### src/rtl/pc_sequencer.sv
// Instruction sequencer: drives an external program counter through a
// fetch/execute/advance cycle, with a 4-deep return stack for call/ret.
module pc_sequencer (
  input  logic        CLK,
  input  logic        reset,
  input  logic        start,
  input  logic        jmp,
  input  logic        call,
  input  logic        ret,
  input  logic        halt,
  input  logic [11:0] addr,
  input  logic [11:0] pc,
  output logic        pc_en,
  output logic        pc_load,
  output logic [11:0] pc_load_data,
  output logic        fetch,
  output logic        halted,
  output logic        err,
  output logic [2:0]  depth
);

  localparam int STACK_DEPTH = 4;

  typedef enum logic [2:0] {
    IDLE,
    FETCH,
    EXEC,
    ADV,
    LOAD,
    HALT
  } state_t;

  state_t      state_reg;
  state_t      state_next;
  logic [11:0] load_data_reg;
  logic [11:0] load_data_next;
  logic [2:0]  depth_reg;
  logic [2:0]  depth_next;
  logic        err_reg;
  logic        err_next;
  logic        push;
  logic [11:0] stack_reg [STACK_DEPTH];
  logic [1:0]  top_idx;
  logic [11:0] return_addr;

  // depth is 1..4 whenever a pop happens, so the low two bits minus one
  // always name the top entry (4 wraps to index 3).
  assign top_idx     = depth_reg[1:0] - 2'd1;
  assign return_addr = pc + 12'd1;

  always_comb begin
    state_next     = state_reg;
    load_data_next = load_data_reg;
    depth_next     = depth_reg;
    err_next       = err_reg;
    push           = 1'b0;
    case (state_reg)
      IDLE: begin
        if (start) state_next = FETCH;
      end
      FETCH: begin
        state_next = EXEC;
      end
      EXEC: begin
        if (halt) begin
          state_next = HALT;
        end else if (ret) begin
          if (depth_reg == 3'd0) begin
            err_next   = 1'b1;
            state_next = HALT;
          end else begin
            load_data_next = stack_reg[top_idx];
            depth_next     = depth_reg - 3'd1;
            state_next     = LOAD;
          end
        end else if (call) begin
          if (depth_reg == 3'(STACK_DEPTH)) begin
            err_next   = 1'b1;
            state_next = HALT;
          end else begin
            push           = 1'b1;
            load_data_next = addr;
            depth_next     = depth_reg + 3'd1;
            state_next     = LOAD;
          end
        end else if (jmp) begin
          load_data_next = addr;
          state_next     = LOAD;
        end else begin
          state_next = ADV;
        end
      end
      ADV: begin
        state_next = FETCH;
      end
      LOAD: begin
        state_next = FETCH;
      end
      HALT: begin
        if (start) state_next = FETCH;
      end
      default: begin
        state_next = IDLE;
      end
    endcase
  end

  always_ff @(posedge CLK) begin
    if (reset) begin
      state_reg     <= IDLE;
      load_data_reg <= 12'h000;
      depth_reg     <= 3'd0;
      err_reg       <= 1'b0;
    end else begin
      state_reg     <= state_next;
      load_data_reg <= load_data_next;
      depth_reg     <= depth_next;
      err_reg       <= err_next;
    end
  end

  genvar gi;
  generate
    for (gi = 0; gi < STACK_DEPTH; gi++) begin : g_stack
      always_ff @(posedge CLK) begin
        if (reset) begin
          stack_reg[gi] <= 12'h000;
        end else if (push && (depth_reg[1:0] == 2'(gi))) begin
          stack_reg[gi] <= return_addr;
        end
      end
    end
  endgenerate

  assign fetch        = (state_reg == FETCH);
  assign pc_en        = (state_reg == ADV);
  assign pc_load      = (state_reg == LOAD);
  assign halted       = (state_reg == HALT);
  assign pc_load_data = load_data_reg;
  assign err          = err_reg;
  assign depth        = depth_reg;

endmodule

### config.mk
export PLATFORM = sky130hd
export DESIGN_NAME = pc_sequencer
export DESIGN_NICKNAME = d
export VERILOG_FILES = /design/src/rtl/pc_sequencer.sv
export SDC_FILE = /design/constraint.sdc
export NUM_CORES = 1
export LEC_CHECK = 0
export ABC_CLOCK_PERIOD_IN_PS = 2900
export CAP_MARGIN = 10
export CORE_ASPECT_RATIO = 1.75
export CORE_MARGIN = 5
export CORE_UTILIZATION = 54
export DETAILED_ROUTE_END_ITERATION = 10
export PLACE_DENSITY_LB_ADDON = 0.08
export SLEW_MARGIN = 20
export SYNTH_ARGS = -nofsm -noshare
export SYNTH_HDL_FRONTEND = slang
export SYNTH_SLANG_ARGS = --single-unit
### constraint.sdc
create_clock -name CLK -period 2.9 [get_ports CLK]
set_input_delay 0.58 -clock CLK [delete_from_list [all_inputs] [get_ports CLK]]
set_output_delay 0.58 -clock CLK [all_outputs]
set_load 0.01 [all_outputs]
==> results.md <==
- Die width: about 70 um
- Total CTS buffers: 9
- Critical path data arrival time: approximately 2.6 ns
- Sink Count: between 60 and 70
- LEAKAGE: between 0.001 and 0.0015 uW
- Final period util: between 70% and 80%
- Filler cell count: ~460
- Unique masters post-synth: 43
- Status: complete, no violations
- Fmax: around 430 MHz
- Count of warnings emitted by yosys: 0
- Internal power: between 1500 and 2000 uW
- Yosys reg bits: 67
- Critical Path Slowest Stage Cell: dfxtp_1
- Switching share of power: a little under a quarter
- Hold buffer count at CTS: 0
- CTS resizes: 0
- DR vias: 2480
- Seq pwr share: about half
- Pin count of the biggest net entering global routing: 31
- Worst relative slew slack: between 60% and 70%
- Maximum vdd drop: between 0.3 and 0.4 mV
- Final Wtd Congestion: just over 0.8
- Req. time, crit path: ~3.2 ns
- Floorplan row count: 38
- CTS clk-pin slew, worst paths: about 0.080 ns
- Final Hold Fails: 0
- Crit path time final: 2.32 ns
- Setup bufs post-CTS: 0
- Overflow after GRT: 0
- Core Area: 6130 um2
- Setup Total Neg Slack: 0 ns
- Part of the Yosys area used for sequential elements: ~54%
- Final design utilization: between 60 and 70%
- Final hold slack: 0.473 ns
- Die Area: between 7000 and 8000 um2
- CP endpoint kind: flip-flop
- Post-Syn Nets: around 340
- Final setup vio count: 0
- Final ANT Viol Nets: 0
- Worst Skew: 0.00857 ns
- Final Max Slew Viols: 0
- Max Cap Viol: 0
- Router iterations before antenna repair: 4
- Layout cell share with drive strength beyond 1: approximately 8.9%
- Initial drt markers: roughly 140
- Nature of the critical path startpoint: flip-flop
- Worst skew pair latency: around 0.34 ns
- P&R area growth vs syn: 23.6%
- R2R cell count: 7
- Worst-case clock buffer depth: 2
- Logic pwr share: under 10%
- Clock Tree Root: clkbuf_8
- Initial Util: approximately 55%
- Cells after synthesis: around 300
- Worst path max stage delay: 0.49 ns
- Avg Inst Size Synth: 10.9 um2
- RSZ-0062 raised after global routing: false
- Wire per inst: approximately 16 um
- Global-route wire length before repair: between 10000 and 15000 um
- Largest register FFs: between 40 and 50
- Number of remaining DRC errors: 0
- CP cell instances: inv_1 > ha_1 > buf_12 > mux2i_1 > o221ai_1 > or3b_2 > a21oi_1
- Number of synthesized flops with an enable pin: 48
- Hold Crit Class: reg2reg
- IO Port Bufs: 50
- Cell Area, Synth: roughly 3300 um2
- HPWL Detailed: around 5300 um
- Ports: between 50 and 60
- Post-synth top area cell: edfxtp_1
- H-tree depth: 3
- Clock power share: 40.2%
- Ys async rst share: 0%
- Final WL: 7080 um
- Synth top area share: 43.1%
- Kind of critical path: reg2reg
- Initial antenna violation count: 0
- CTS tree: yes
- Worst slew pin tran: about 0.5 ns
- Largest cells by area after synthesis: edfxtp_1, dfxtp_1, mux2i_1
- Die height: 114 um
- Ys flop type: edfxtp_1
- Nets: around 390
- GRT Util Overall: a little under a fifth
- Pwr dens: a little over 500 nW/um2
- Post-placement cell count: between 400 and 500
- Hold Path Stages: 2
- # diodes: 0
- Net switching power: 472 uW
- Vias in the first global route: approximately 2500
- Crit-path max FO: 21
- Fin cells: 440
- Vias per std cell: ~5.6
## metrics by stage
step | total power (uW) | worst slack, ns | area [um2]
after floorplan | 1180 | 0.724 | 3340
after global placement | 1270 | 0.320 | 3920
after detailed placement | 1270 | 0.277 | 3920
after CTS | 2110 | 0.583 | 4130
after global routing | 2170 | 0.449 | 4130
final | 2090 | 0.581 | 4130
## cells in the final DEF (no fill, tap or decap), types with 3 or more instances in the layout
master            n
a21o_1            4
a21oi_1          20
and3_1            5
buf_4             5
clkbuf_8          9
clkdlybuf4s50_1  50
dfxtp_1          19
edfxtp_1         48
ha_1              5
inv_1             7
mux2i_1          24
nand2_1           9
nand2b_1         15
nand3_1           5
nand4_1           3
nor2_1           46
nor3_1            7
o21ai_0          13
o221ai_1         12
or3_1             3
or3b_1            5
or3b_2            6
xnor2_1           4
xor2_1            6
## layer usage
layer,GRT usage (%),up-vias,routed length (um),share of wire (%)
met5,0,-,0,0
met3,4.75,19,341,4.8
met1,20.5,1158,2870,41
met2,33.7,75,3670,52
li1,-,1228,-,-
met4,10.3,0,193,2.7
## final timing paths
| kind | startpoint | endpoint | slack (ns) |
|---|---|---|---|
| worst max-delay path | depth[0]$_SDFFE_PP0P_ | pc_load_data[7]$_SDFFE_PP0P_ | 0.58 |
| worst min register to register | pc_load_data[1]$_SDFFE_PP0P_ | pc_load_data[1]$_SDFFE_PP0P_ | 0.47 |
| worst min-delay path | pc_load_data[1]$_SDFFE_PP0P_ | pc_load_data[1]$_SDFFE_PP0P_ | 0.47 |
| worst max register to register | depth[0]$_SDFFE_PP0P_ | pc_load_data[7]$_SDFFE_PP0P_ | 0.58 |
## cell type report
type	count	area, um2	area share (%)
tap	80	100	2.42
timing repair buffer	56	558	13.5
clock inverter	7	92.6	2.24
multi-input combinational	214	1410	34.1
clock buffer	9	124	3.00
sequential	67	1820	44.1
inverter	7	26.3	0.636
## logic make-up (layout without fill, tap and decap cells)
| family | after synthesis | count (layout) | synth area share [%] |
|---|---|---|---|
| and+or+nand+nor | 115 | 115 | 18.5 |
| AOI/OAI and AO/OA | 58 | 58 | 11.1 |
| adders and majority gates | 6 | 6 | 2.47 |
| DFF | 67 | 67 | 54.5 |
| xor gates and xnor gates | 10 | 10 | 2.62 |
| buffers and inverters | 25 | 79 | 3.33 |
| muxes | 25 | 25 | 7.52 |
## synth_stat cells (6+ instances only)
| cell | number |
|---|---|
| edfxtp_1 | 48 |
| nor2_1 | 46 |
| mux2i_1 | 24 |
| a21oi_1 | 20 |
| dfxtp_1 | 19 |
| nand2b_1 | 15 |
| o21ai_0 | 13 |
| o221ai_1 | 12 |
| clkbuf_1 | 9 |
| nand2_1 | 9 |
| buf_2 | 8 |
| inv_1 | 7 |
| nor3_1 | 7 |
| or3b_2 | 6 |
| xor2_1 | 6 |
## power by group through the flow
stage / Combinational, uW / Sequential, uW / Clock [uW]
3_5_place_dp: 188 / 1080 / 0
6_report: 188 / 1060 / 841
3_3_place_gp: 186 / 1080 / 0
5_1_grt: 206 / 1070 / 897
2_1_floorplan: 98.5 / 1080 / 0
4_1_cts: 189 / 1060 / 858
## critical path, delay by kind of cell (launching register included)
family	cells	cell delay (ns)
DFF	1	0.49
and+or+nand+nor	1	0.46
adders and majority gates	1	0.45
buffers and inverters	2	0.38
AOI/OAI and AO/OA	2	0.33
muxes	1	0.12
(Power assumes the default switching activity.)
==> patch (same flow settings) <==
Make the reset (`reset`) asynchronous in 2 clocked blocks.
--- a/src/rtl/pc_sequencer.sv
+++ b/src/rtl/pc_sequencer.sv
@@ -106,5 +106,5 @@
   end
 
-  always_ff @(posedge CLK) begin
+  always_ff @(posedge CLK or posedge reset) begin
     if (reset) begin
       state_reg     <= IDLE;
@@ -123,5 +123,5 @@
   generate
     for (gi = 0; gi < STACK_DEPTH; gi++) begin : g_stack
-      always_ff @(posedge CLK) begin
+      always_ff @(posedge CLK or posedge reset) begin
         if (reset) begin
           stack_reg[gi] <= 12'h000;
Formal check against the unedited RTL: differs if reset is asserted again (counterexample within 4 cycles, from zero or initial values and one cycle with reset high); with reset held inactive, the same outputs for 10 cycles.
==> patch against the unedited design <==
- final area down 1.5%
- core utilization grew 1.8 points
- sequential share of layout area decreased by 2.9 points
- count of clock-buffer cells in the layout is 4 higher
- sequential cell count stayed put
- synthesized cell count increased by 1.6%
- cell count is 2.0% higher
- routed wire length down 1.1%
- synthesized area fell by 1.9%
- global-route usage increased by 1.6 points
- setup slack lost 99 ps
- critical path type is now reg -> out
Power is not compared: it rests on default switching activity, and its combinational part moved more than twofold at a synthesized area within 25%.
==> patch: results (changes against the unedited design) <==
Placed design
  • GP Congestion: 0.780 (was 0.807)
  • Inst Count DP: 434 (was 424)

Layout
  • Logic inverters: 6 (was 7)
  • Seq/total area: 41.2% (was 44.1%)
  • Multi-input comb cells: 223 (was 214)
  • Clk_buf instances: 13 (was 9)
  • FILL cells: 455 (was 463)
  • Share of cells above drive strength 1: 15.4% (was 8.89%)
  • Multi-input gate share of total cell area: 37.0% (was 34.1%)

Synth
  • Leading post-synthesis cells by cell area: dfrtp_1, mux2_2, o21ai_0 (was edfxtp_1, dfxtp_1, mux2i_1)
  • Compound-Gate Fraction of Synth Area: 12.8% (was 11.1%)
  • Sequential-to-total area share from yosys stat: 51.1% (was 54.5%)
  • Synth top cells by count: dfrtp_1, nand2_1, o21ai_0 (was edfxtp_1, nor2_1, mux2i_1)
  • Ys flop type: dfrtp_1 (was edfxtp_1)
  • Synth Net Count: 348 (was 343)

Detailed routing
  • Via count: 2461 (was 2480)
  • Met2 WL: 3670 microns (about the same)

STA
  • Worst hold slack: 473 ps (about the same)
  • Measured slew at the worst slew-check pin: 624 ps (was 502 ps)

GRT
  • Gr usage total: 20.6% (was 19.0%)
  • First-pass GRT wire length: 11900 microns (was 11600 microns)
  • Met3 track demand over resource: 5.66% (was 4.75%)

Worst hold path
  • Hold_sp: err$_DFFE_PP0P_ (was pc_load_data[1]$_SDFFE_PP0P_)
  • Hold path depth: 1 (was 2)

Worst setup path
  • R2R cell count: 6 (was 7)
  • R2R Setup Slk: 520 ps (was 580 ps)
  • Worst setup path end: fetch (was pc_load_data[7]$_SDFFE_PP0P_)

Status
  • Status: complete, no violations (unchanged)
-- patch: changes by cell type after synthesis, sizes merged, moves of 11 or more --
cell / change
a21oi: -17
a221o: +12
dfrtp: +67
dfxtp: -19
edfxtp: -48
mux2: +27
mux2i: -11
nand2: +43
nand2b: -12
nor2: -29
o21ai: +32
o221ai: -12
or3b: -11
-- patch: worst max-delay path, cell delays in order (launching register included) --
cell	delay (ps)
dfrtp_1	470
inv_1	120
nor3_1	300
clkdlybuf4s50_1	600
-- patch: through the flow --
stage,setup WS (ps),util (%)
global placement,469,66.2
global route,378,69.2
floorplan,637,-
CTS,465,69.2
detailed placement,431,66.2
finish,482,69.2
-- patch: kinds of logic after synthesis --
kind of cell | Yosys count
and+or+nand+nor | 97
AOI/OAI and AO/OA | 68
DFF | 67
muxes | 41
buffers and inverters | 21
xor gates and xnor gates | 11
adders and majority gates | 6
